## config.mk

```make
export PLATFORM = sky130hd
export DESIGN_NAME = ssd_driver
export DESIGN_NICKNAME = d
export VERILOG_FILES = /design/src/rtl/ssd_driver.sv
export SDC_FILE = /design/constraint.sdc
export NUM_CORES = 1
export LEC_CHECK = 0
export ABC_AREA = 0
export CORE_AREA = 2 2 106 108
export DETAILED_ROUTE_END_ITERATION = 6
export DIE_AREA = 0 0 108 110
export PLACE_DENSITY = 0.57
export SLEW_MARGIN = 20
export SYNTH_ARGS = -nofsm -noshare
export SYNTH_HDL_FRONTEND = slang
export SYNTH_SLANG_ARGS = --single-unit
```

## constraint.sdc

```tcl
create_clock -name clk -period 2.9 [get_ports clk]
set_input_delay 0.58 -clock clk [delete_from_list [all_inputs] [get_ports clk]]
set_output_delay 0.58 -clock clk [all_outputs]
set_load 0.02 [all_outputs]
```

## src/rtl/ssd_driver.sv

```systemverilog
// 13-bit binary to 4-digit BCD (sequential double-dabble) driving a multiplexed common-anode display.
// Optional leading-zero blanking when SSD_LZ_BLANK_EN is defined.
module ssd_driver #(
    parameter int unsigned REFRESH_DIV = 100000
) (
    input  logic        clk,
    input  logic        rst,
    input  logic [12:0] value_i,
    output logic [6:0]  seg_o,
    output logic [3:0]  an_o,
    output logic [15:0] bcd_o,
    output logic        conv_done_o
);

    localparam int unsigned CntW = (REFRESH_DIV > 1) ? $clog2(REFRESH_DIV) : 1;

    typedef enum logic [1:0] {StSample, StShift, StCommit} state_e;

    state_e          state_q, state_d;
    logic [12:0]     bin_q, bin_d;
    logic [15:0]     scr_q, scr_d;
    logic [15:0]     scr_adj;
    logic [3:0]      iter_q, iter_d;
    logic [15:0]     bcd_q, bcd_d;
    logic            done_q, done_d;
    logic [CntW-1:0] cnt_q, cnt_d;
    logic [1:0]      idx_q, idx_d;
    logic [6:0]      seg_q, seg_d;
    logic [3:0]      an_q, an_d;
    logic [3:0]      nib;
    logic [3:0]      nib_zero;
    logic            lz_blank;

    function automatic logic [6:0] seg_decode(input logic [3:0] n);
        logic [6:0] s;
        case (n)
            4'd0:    s = 7'b1000000;
            4'd1:    s = 7'b1111001;
            4'd2:    s = 7'b0100100;
            4'd3:    s = 7'b0110000;
            4'd4:    s = 7'b0011001;
            4'd5:    s = 7'b0010010;
            4'd6:    s = 7'b0000010;
            4'd7:    s = 7'b1111000;
            4'd8:    s = 7'b0000000;
            4'd9:    s = 7'b0010000;
            default: s = 7'b1111111;
        endcase
        return s;
    endfunction

    // Converter: SAMPLE, 13 x SHIFT, COMMIT -> 15-cycle period
    always_comb begin
        state_d = state_q;
        bin_d   = bin_q;
        scr_d   = scr_q;
        iter_d  = iter_q;
        bcd_d   = bcd_q;
        done_d  = 1'b0;
        scr_adj = scr_q;
        for (int i = 0; i < 4; i++) begin
            if (scr_q[4*i +: 4] >= 4'd5) begin
                scr_adj[4*i +: 4] = scr_q[4*i +: 4] + 4'd3;
            end
        end
        unique case (state_q)
            StSample: begin
                bin_d   = value_i;
                scr_d   = 16'd0;
                iter_d  = 4'd0;
                state_d = StShift;
            end
            StShift: begin
                {scr_d, bin_d} = {scr_adj[14:0], bin_q, 1'b0};
                iter_d         = iter_q + 4'd1;
                if (iter_q == 4'd12) begin
                    state_d = StCommit;
                end
            end
            StCommit: begin
                bcd_d   = scr_q;
                done_d  = 1'b1;
                state_d = StSample;
            end
            default: state_d = StSample;
        endcase
    end

    // Scan: anode and segments are registered from next-state values so they move together
    always_comb begin
        cnt_d = cnt_q + 1'b1;
        idx_d = idx_q;
        if (cnt_q == CntW'(REFRESH_DIV - 1)) begin
            cnt_d = '0;
            idx_d = idx_q + 2'd1;
        end
        for (int i = 0; i < 4; i++) begin
            nib_zero[i] = (bcd_d[4*i +: 4] == 4'd0);
        end
`ifdef SSD_LZ_BLANK_EN
        unique case (idx_d)
            2'd3:    lz_blank = nib_zero[3];
            2'd2:    lz_blank = nib_zero[3] & nib_zero[2];
            2'd1:    lz_blank = &nib_zero[3:1];
            default: lz_blank = 1'b0;
        endcase
`else
        lz_blank = 1'b0;
`endif
        nib   = bcd_d[{idx_d, 2'b00} +: 4];
        an_d  = ~(4'b0001 << idx_d);
        seg_d = lz_blank ? 7'b1111111 : seg_decode(nib);
    end

    always_ff @(posedge clk or negedge rst) begin
        if (!rst) begin
            state_q <= StSample;
            bin_q   <= '0;
            scr_q   <= '0;
            iter_q  <= '0;
            bcd_q   <= '0;
            done_q  <= 1'b0;
            cnt_q   <= '0;
            idx_q   <= '0;
            seg_q   <= 7'b1000000;
            an_q    <= 4'b1110;
        end else begin
            state_q <= state_d;
            bin_q   <= bin_d;
            scr_q   <= scr_d;
            iter_q  <= iter_d;
            bcd_q   <= bcd_d;
            done_q  <= done_d;
            cnt_q   <= cnt_d;
            idx_q   <= idx_d;
            seg_q   <= seg_d;
            an_q    <= an_d;
        end
    end

    assign bcd_o       = bcd_q;
    assign conv_done_o = done_q;
    assign seg_o       = seg_q;
    assign an_o        = an_q;

endmodule

```

Yosys cells after proc, flatten, opt, wreduce, memory -nomap -nowiden
Memory sizes are Yosys's and may differ from the RTL's. A register that Yosys moved wholly into a read port is not among the register bits.
Index checks and enable logic that the tools add are counted.

word-level totals
  output and inout bits = 28
  bits in writable memories = 0
  input port bits = 15
  register bits = 75
  memory bits (read-only) = 112
  latch bits = 0
  memories = 1
  logic and storage cells = 45

cells by class
  eq/ne operators = 5
  muxes and demuxes = 13
  multiply operators = 0
  order comparisons = 4
  shifts and indexed selects = 2
  bitwise operators = 1
  add/sub/neg operators = 7
  divide/modulo/power cells = 0
  reduce and logical (&&, ||, !) cells = 3

memory list
  name             words  bits a word  rd ports  clocked after memory_dff  write ports  line  RTL
  (no name shown)  16     7            1         1                         0            36    case (n)

operator list
  operator                                              number
  one-hot mux 16 bit (2 select lines)                   1
  one-hot mux 13 bit (2 select lines)                   1
  adder 17 x 1 -> 17 bit (second input constant)        1
  equality test 17 bit (second input constant)          1
  two-way mux 17 bit                                    1
  >= comparator 4 x 3 -> 1 bit (second input constant)  4
  two-way mux 16 bit                                    1
  variable part select 16 x 5 -> 4 bit                  1
  adder 4 x 2 -> 4 bit (second input constant)          3
  two-way mux 4 bit                                     3
  one-hot mux 4 bit (2 select lines)                    1
  adder 4 x 1 -> 4 bit (second input constant)          1
  equality test 4 bit (second input constant)           1
  two-way mux 2 bit                                     2
  NOT 4 bit                                             1
  one-hot mux 2 bit (2 select lines)                    1
  left shift 1 x 2 -> 4 bit (first input constant)      1
  adder 3 x 2 -> 3 bit (second input constant)          1
  two-way mux 3 bit                                     1
  adder 2 x 1 -> 2 bit (second input constant)          1
  equality test 2 x 1 -> 1 bit (second input constant)  1
  equality test 2 bit (second input constant)           1
  logical NOT 2 bit                                     1
  inequality test 2 bit (second input constant)         1
  3 further kinds                                       3

Logic depth before layout (Yosys ltp)
  depth after elaboration = 4
  gate-level depth with buffers = 12
  mapped depth without buffers = 9

Least setup slack after synthesis
No wires, ideal clock.

  path type = flip-flop to flip-flop
  start point = register cnt_q[0]
  end point = register seg_q[4] (netlist: seg_o[4])
  clock period less this slack = 2.383 ns
  required time = 2.827 ns
  buffers on the path = 1
  library setup time = 0.073 ns
  arrival = 2.310 ns
  cell stages (with the launch flop) = 11
  slack = 0.517 ns
  cell sequence = dfrtp_1 ha_1 and4_1 and4_4 buf_12 xnor2_4 o211ai_2 inv_2 ha_1 mux2_4 a21oi_2

on the way
  cells in the longest elaborated chain, start to end = 3

RTL lines
  what                                  line  RTL
  start: declaration                    26    logic [CntW-1:0] cnt_q, cnt_d;
  start signal: assignment              134   cnt_q <= cnt_d;
  equality test 17 bit                  93    if (cnt_q == CntW'(REFRESH_DIV - 1)) begin
  two-way mux 2 bit                     93
  variable part select 16 x 5 -> 4 bit  110   nib = bcd_d[{idx_d, 2'b00} +: 4];
  end: declaration                      28    logic [6:0] seg_q, seg_d;

No other way between the ends.
A chain may end at the register's enable or synchronous reset.

Final worst setup path
Ends and elaborated chain as after synthesis.

==> results.py <==
metrics = {
    "synth": {
        "yosysSeqAreaShare": 0.488,
        "synth.distinct_cells": 49,
        "syn_avg_cell_area_um2": 10.7,
        "syn_area_mm2": 0.00422,
        "synth_area_leaders": "dfrtp_1 (46%), mux2i_1 (6.4%), ha_1 (4.7%), o21ai_0 (3.8%), nand2_1 (3.6%)",
        "yosysWarnings": 0,
        "ys_async_sr_fraction": 1.00,
        "synth_ff_type": "dfrtp_1",
        "syn-instance-count": 393,
        "synth_top_area_share": 0.463,
        "synth_seq_cells": 82,
        "synth_edf_count": 0,
        "synth.largest_area_cell": "dfrtp_1",
        "syn-num-nets": 424,
    },
    "sta": {
        "rsz0062_at_grt": "no",
        "max_slew_margin": 0.558,
        "period_minus_slack_ns": 2.59,
        "finalSetupTns_ns": 0,
        "finalMaxSlewViolations": 0,
        "min_period_over_period": 0.892,
        "tightest_slew_ns": 0.663,
        "hold_viol_final": 0,
        "setup_violations": 0,
        "worst_slack_ns": 0.312,
        "whs_ns": 0.263,
        "max_freq_ghz": 0.386,
        "clock_skew_ns": 0.0101,
    },
    "cts": {
        "cts_max_level": 3,
        "cts_resized": 0,
        "clock-sinks": 82,
        "root_buffer": "clkbuf_8",
        "clockBufferDepth": 2,
        "cts_setup_buffers": 0,
        "cts_made_buffers": 9,
        "insertion_delay_ns": 0.35,
        "cts_tree": "built",
        "clk_pin_slew_worst_paths_ns": 0.08,
        "hold_buffers": 0,
    },
    "drt": {
        "drtAntennaViolNets": 0,
        "drtIter0Drc": 101,
        "dr.pass1.iters": 4,
        "vias_per_cell": 4.99,
        "wl_per_cell_um": 14.3,
        "drt-total-wl_mm": 8.28,
        "via_count": 2888,
        "drc": 0,
    },
    "flow_run": {
        "maxCapViolations": 0,
    },
    "worst_setup_path": {
        "critical_path_class": "reg2reg",
        "cp_cell_sequence": "ha_1, and4_1, and4_4, buf_4, mux2i_1, o211ai_1, ha_1, mux2_4, a21oi_2",
        "crit_family": "simple AND/OR/NAND/NOR gates",
        "worst-path-buf-inv": 1,
        "cp_max_fo": 14,
        "arrival_ns": 2.88,
        "cpPeakStageDelay_ns": 0.39,
        "startpoint_type": "flip-flop",
        "crit_path_frequent_cell": "ha_1",
        "slowest_stage": "and4_4",
        "crit_path_end_kind": "flip-flop",
        "critPathRequiredTime_ns": 3.19,
    },
    "die": {
        "die_w_um": 108,
        "initial_core_util": 0.394,
        "dieArea_mm2": 0.0119,
        "row_count": 38,
        "core_area_mm2": 0.0107,
        "num_io_pins": 43,
        "die_h_um": 110,
    },
    "outcome": {
        "status": "complete, no violations",
    },
    "finish": {
        "fin_nets": 465,
        "final_util": 0.466,
        "final_cell_mix": "dfrtp_1 (78), clkdlybuf4s50_1 (41), nand2_1 (40)",
        "nFillCells": 1003,
        "n_antenna_cell": 0,
        "area_growth_pct": 18.2,
        "drive_above_1_share": 0.103,
        "layout.cells.most_common": "dfrtp_1",
        "fin_area_mm2": 0.00499,
    },
    "placement": {
        "placed_cell_area_mm2": 0.00477,
        "port-buffer-count": 42,
        "dpl_worst_slack_ns": 0.301,
        "dpl.hpwl_mm": 5.88,
        "gp_congestion": 0.819,
    },
    "grt": {
        "grt_antenna_before_repair": 0,
        "overflow": 0,
        "grt_usage": 0.156,
        "grt_pass1_vias": 2855,
        "grt_max_degree": 52,
        "grt_pass1_wl_mm": 14.3,
    },
    "pwr": {
        "p_int_uw": 2210,
        "power_frac_comb": 0.279,
        "clockPowerShare": 0.290,
        "seq_power_share": 0.432,
        "ir_worst_vdd_uv": 330,
        "power.density_mw_per_mm2": 637,
        "p_sw_frac": 0.303,
        "total_leakage_power_uw": 0.00234,
        "power.switching_uw": 964,
    },
    "worst_hold_path": {
        "hp-class": "in2async",
    },
}
## layer usage
metal | GRT usage | wire length, µm | vias up
met5 | 0 | 0 | -
met4 | 0.0549 | 121 | 0
met3 | 0.0359 | 235 | 7
met2 | 0.239 | 3790 | 40
met1 | 0.219 | 4130 | 1389
li1 | - | - | 1452
## cell families (layout without fill, tap and decap cells)
logic type	count (synthesis)	in the layout	share of synthesized area
fa+ha+maj	16	16	0.0474
xor+xnor	23	23	0.0522
flops	82	82	0.488
buf+inv	42	88	0.0454
mux	37	37	0.0955
compound gates	86	86	0.137
simple gates	107	107	0.135
## area by class of cell
cell class | count | area [µm²] | area share
Timing Repair Buffer | 48 | 475 | 0.0953
Multi-Input combinational cell | 269 | 1970 | 0.395
Sequential cell | 82 | 2060 | 0.412
Clock buffer | 12 | 145 | 0.0291
Inverter | 24 | 90.1 | 0.0181
Tap cell | 140 | 175 | 0.0351
Clock inverter | 4 | 75.1 | 0.0150
## power groups by stage
stage	registers, µW	clock network (µW)	logic, µW
6_report	1370	920	886
5_1_grt	1390	1000	965
4_1_cts	1380	952	899
3_5_place_dp	1400	0	897
3_3_place_gp	1400	0	882
2_1_floorplan	1530	0	361
## path summary, 6_finish.rpt
| path | start | endpoint | slack (ns) | depth (start not counted) |
|---|---|---|---|---|
| setup / recovery | cnt_q[0] | seg_o[4] | 0.31 | 9 |
| max in group asynchronous | rst | scr_q[1] | 2.03 | 2 |
| hold / removal | rst | cnt_q[11] | 0.26 | 1 |
| setup reg to reg | cnt_q[0] | seg_o[4] | 0.31 | 9 |
| hold reg to reg | cnt_q[0] | cnt_q[0] | 0.49 | 1 |
| min in group clk | cnt_q[0] | cnt_q[0] | 0.49 | 1 |
## stage by stage
stage,power (µW),cells
5_1_grt,3360,579
4_1_cts,3230,579
6_report,3180,579
3_3_place_gp,2280,563
2_1_floorplan,1890,393
3_5_place_dp,2290,563
## registers in the layout, indices dropped and copies added (netlist names)
| signal | flops |
|---|---|
| idx_q | 2 |
| scr_q | 16 |
| bcd_o | 16 |
| state_q | 2 |
| seg_o | 7 |
| an_o | 4 |
| conv_done_o | 1 |
| iter_q | 4 |
| bin_q | 13 |
| cnt_q | 17 |
## cell usage after synthesis, drive strengths merged (2+ instances only)
cell,instances
nand2b,10
nor2,19
o211ai,7
dfstp,4
nor3b,2
xnor2,15
a22o,8
o31ai,2
mux2i,29
xor2,8
a2111oi,3
o21ai,33
nand3,9
nor3,4
a211oi,9
nor2b,2
clkbuf,10
inv,24
dfrtp,78
a21o,8
mux2,7
nand3b,2
buf,8
and4bb,2
ha,16
nand4,5
and4,3
and3b,6
nand2,40
a21oi,14
No activity file was read; power rests on OpenSTA's default activity.
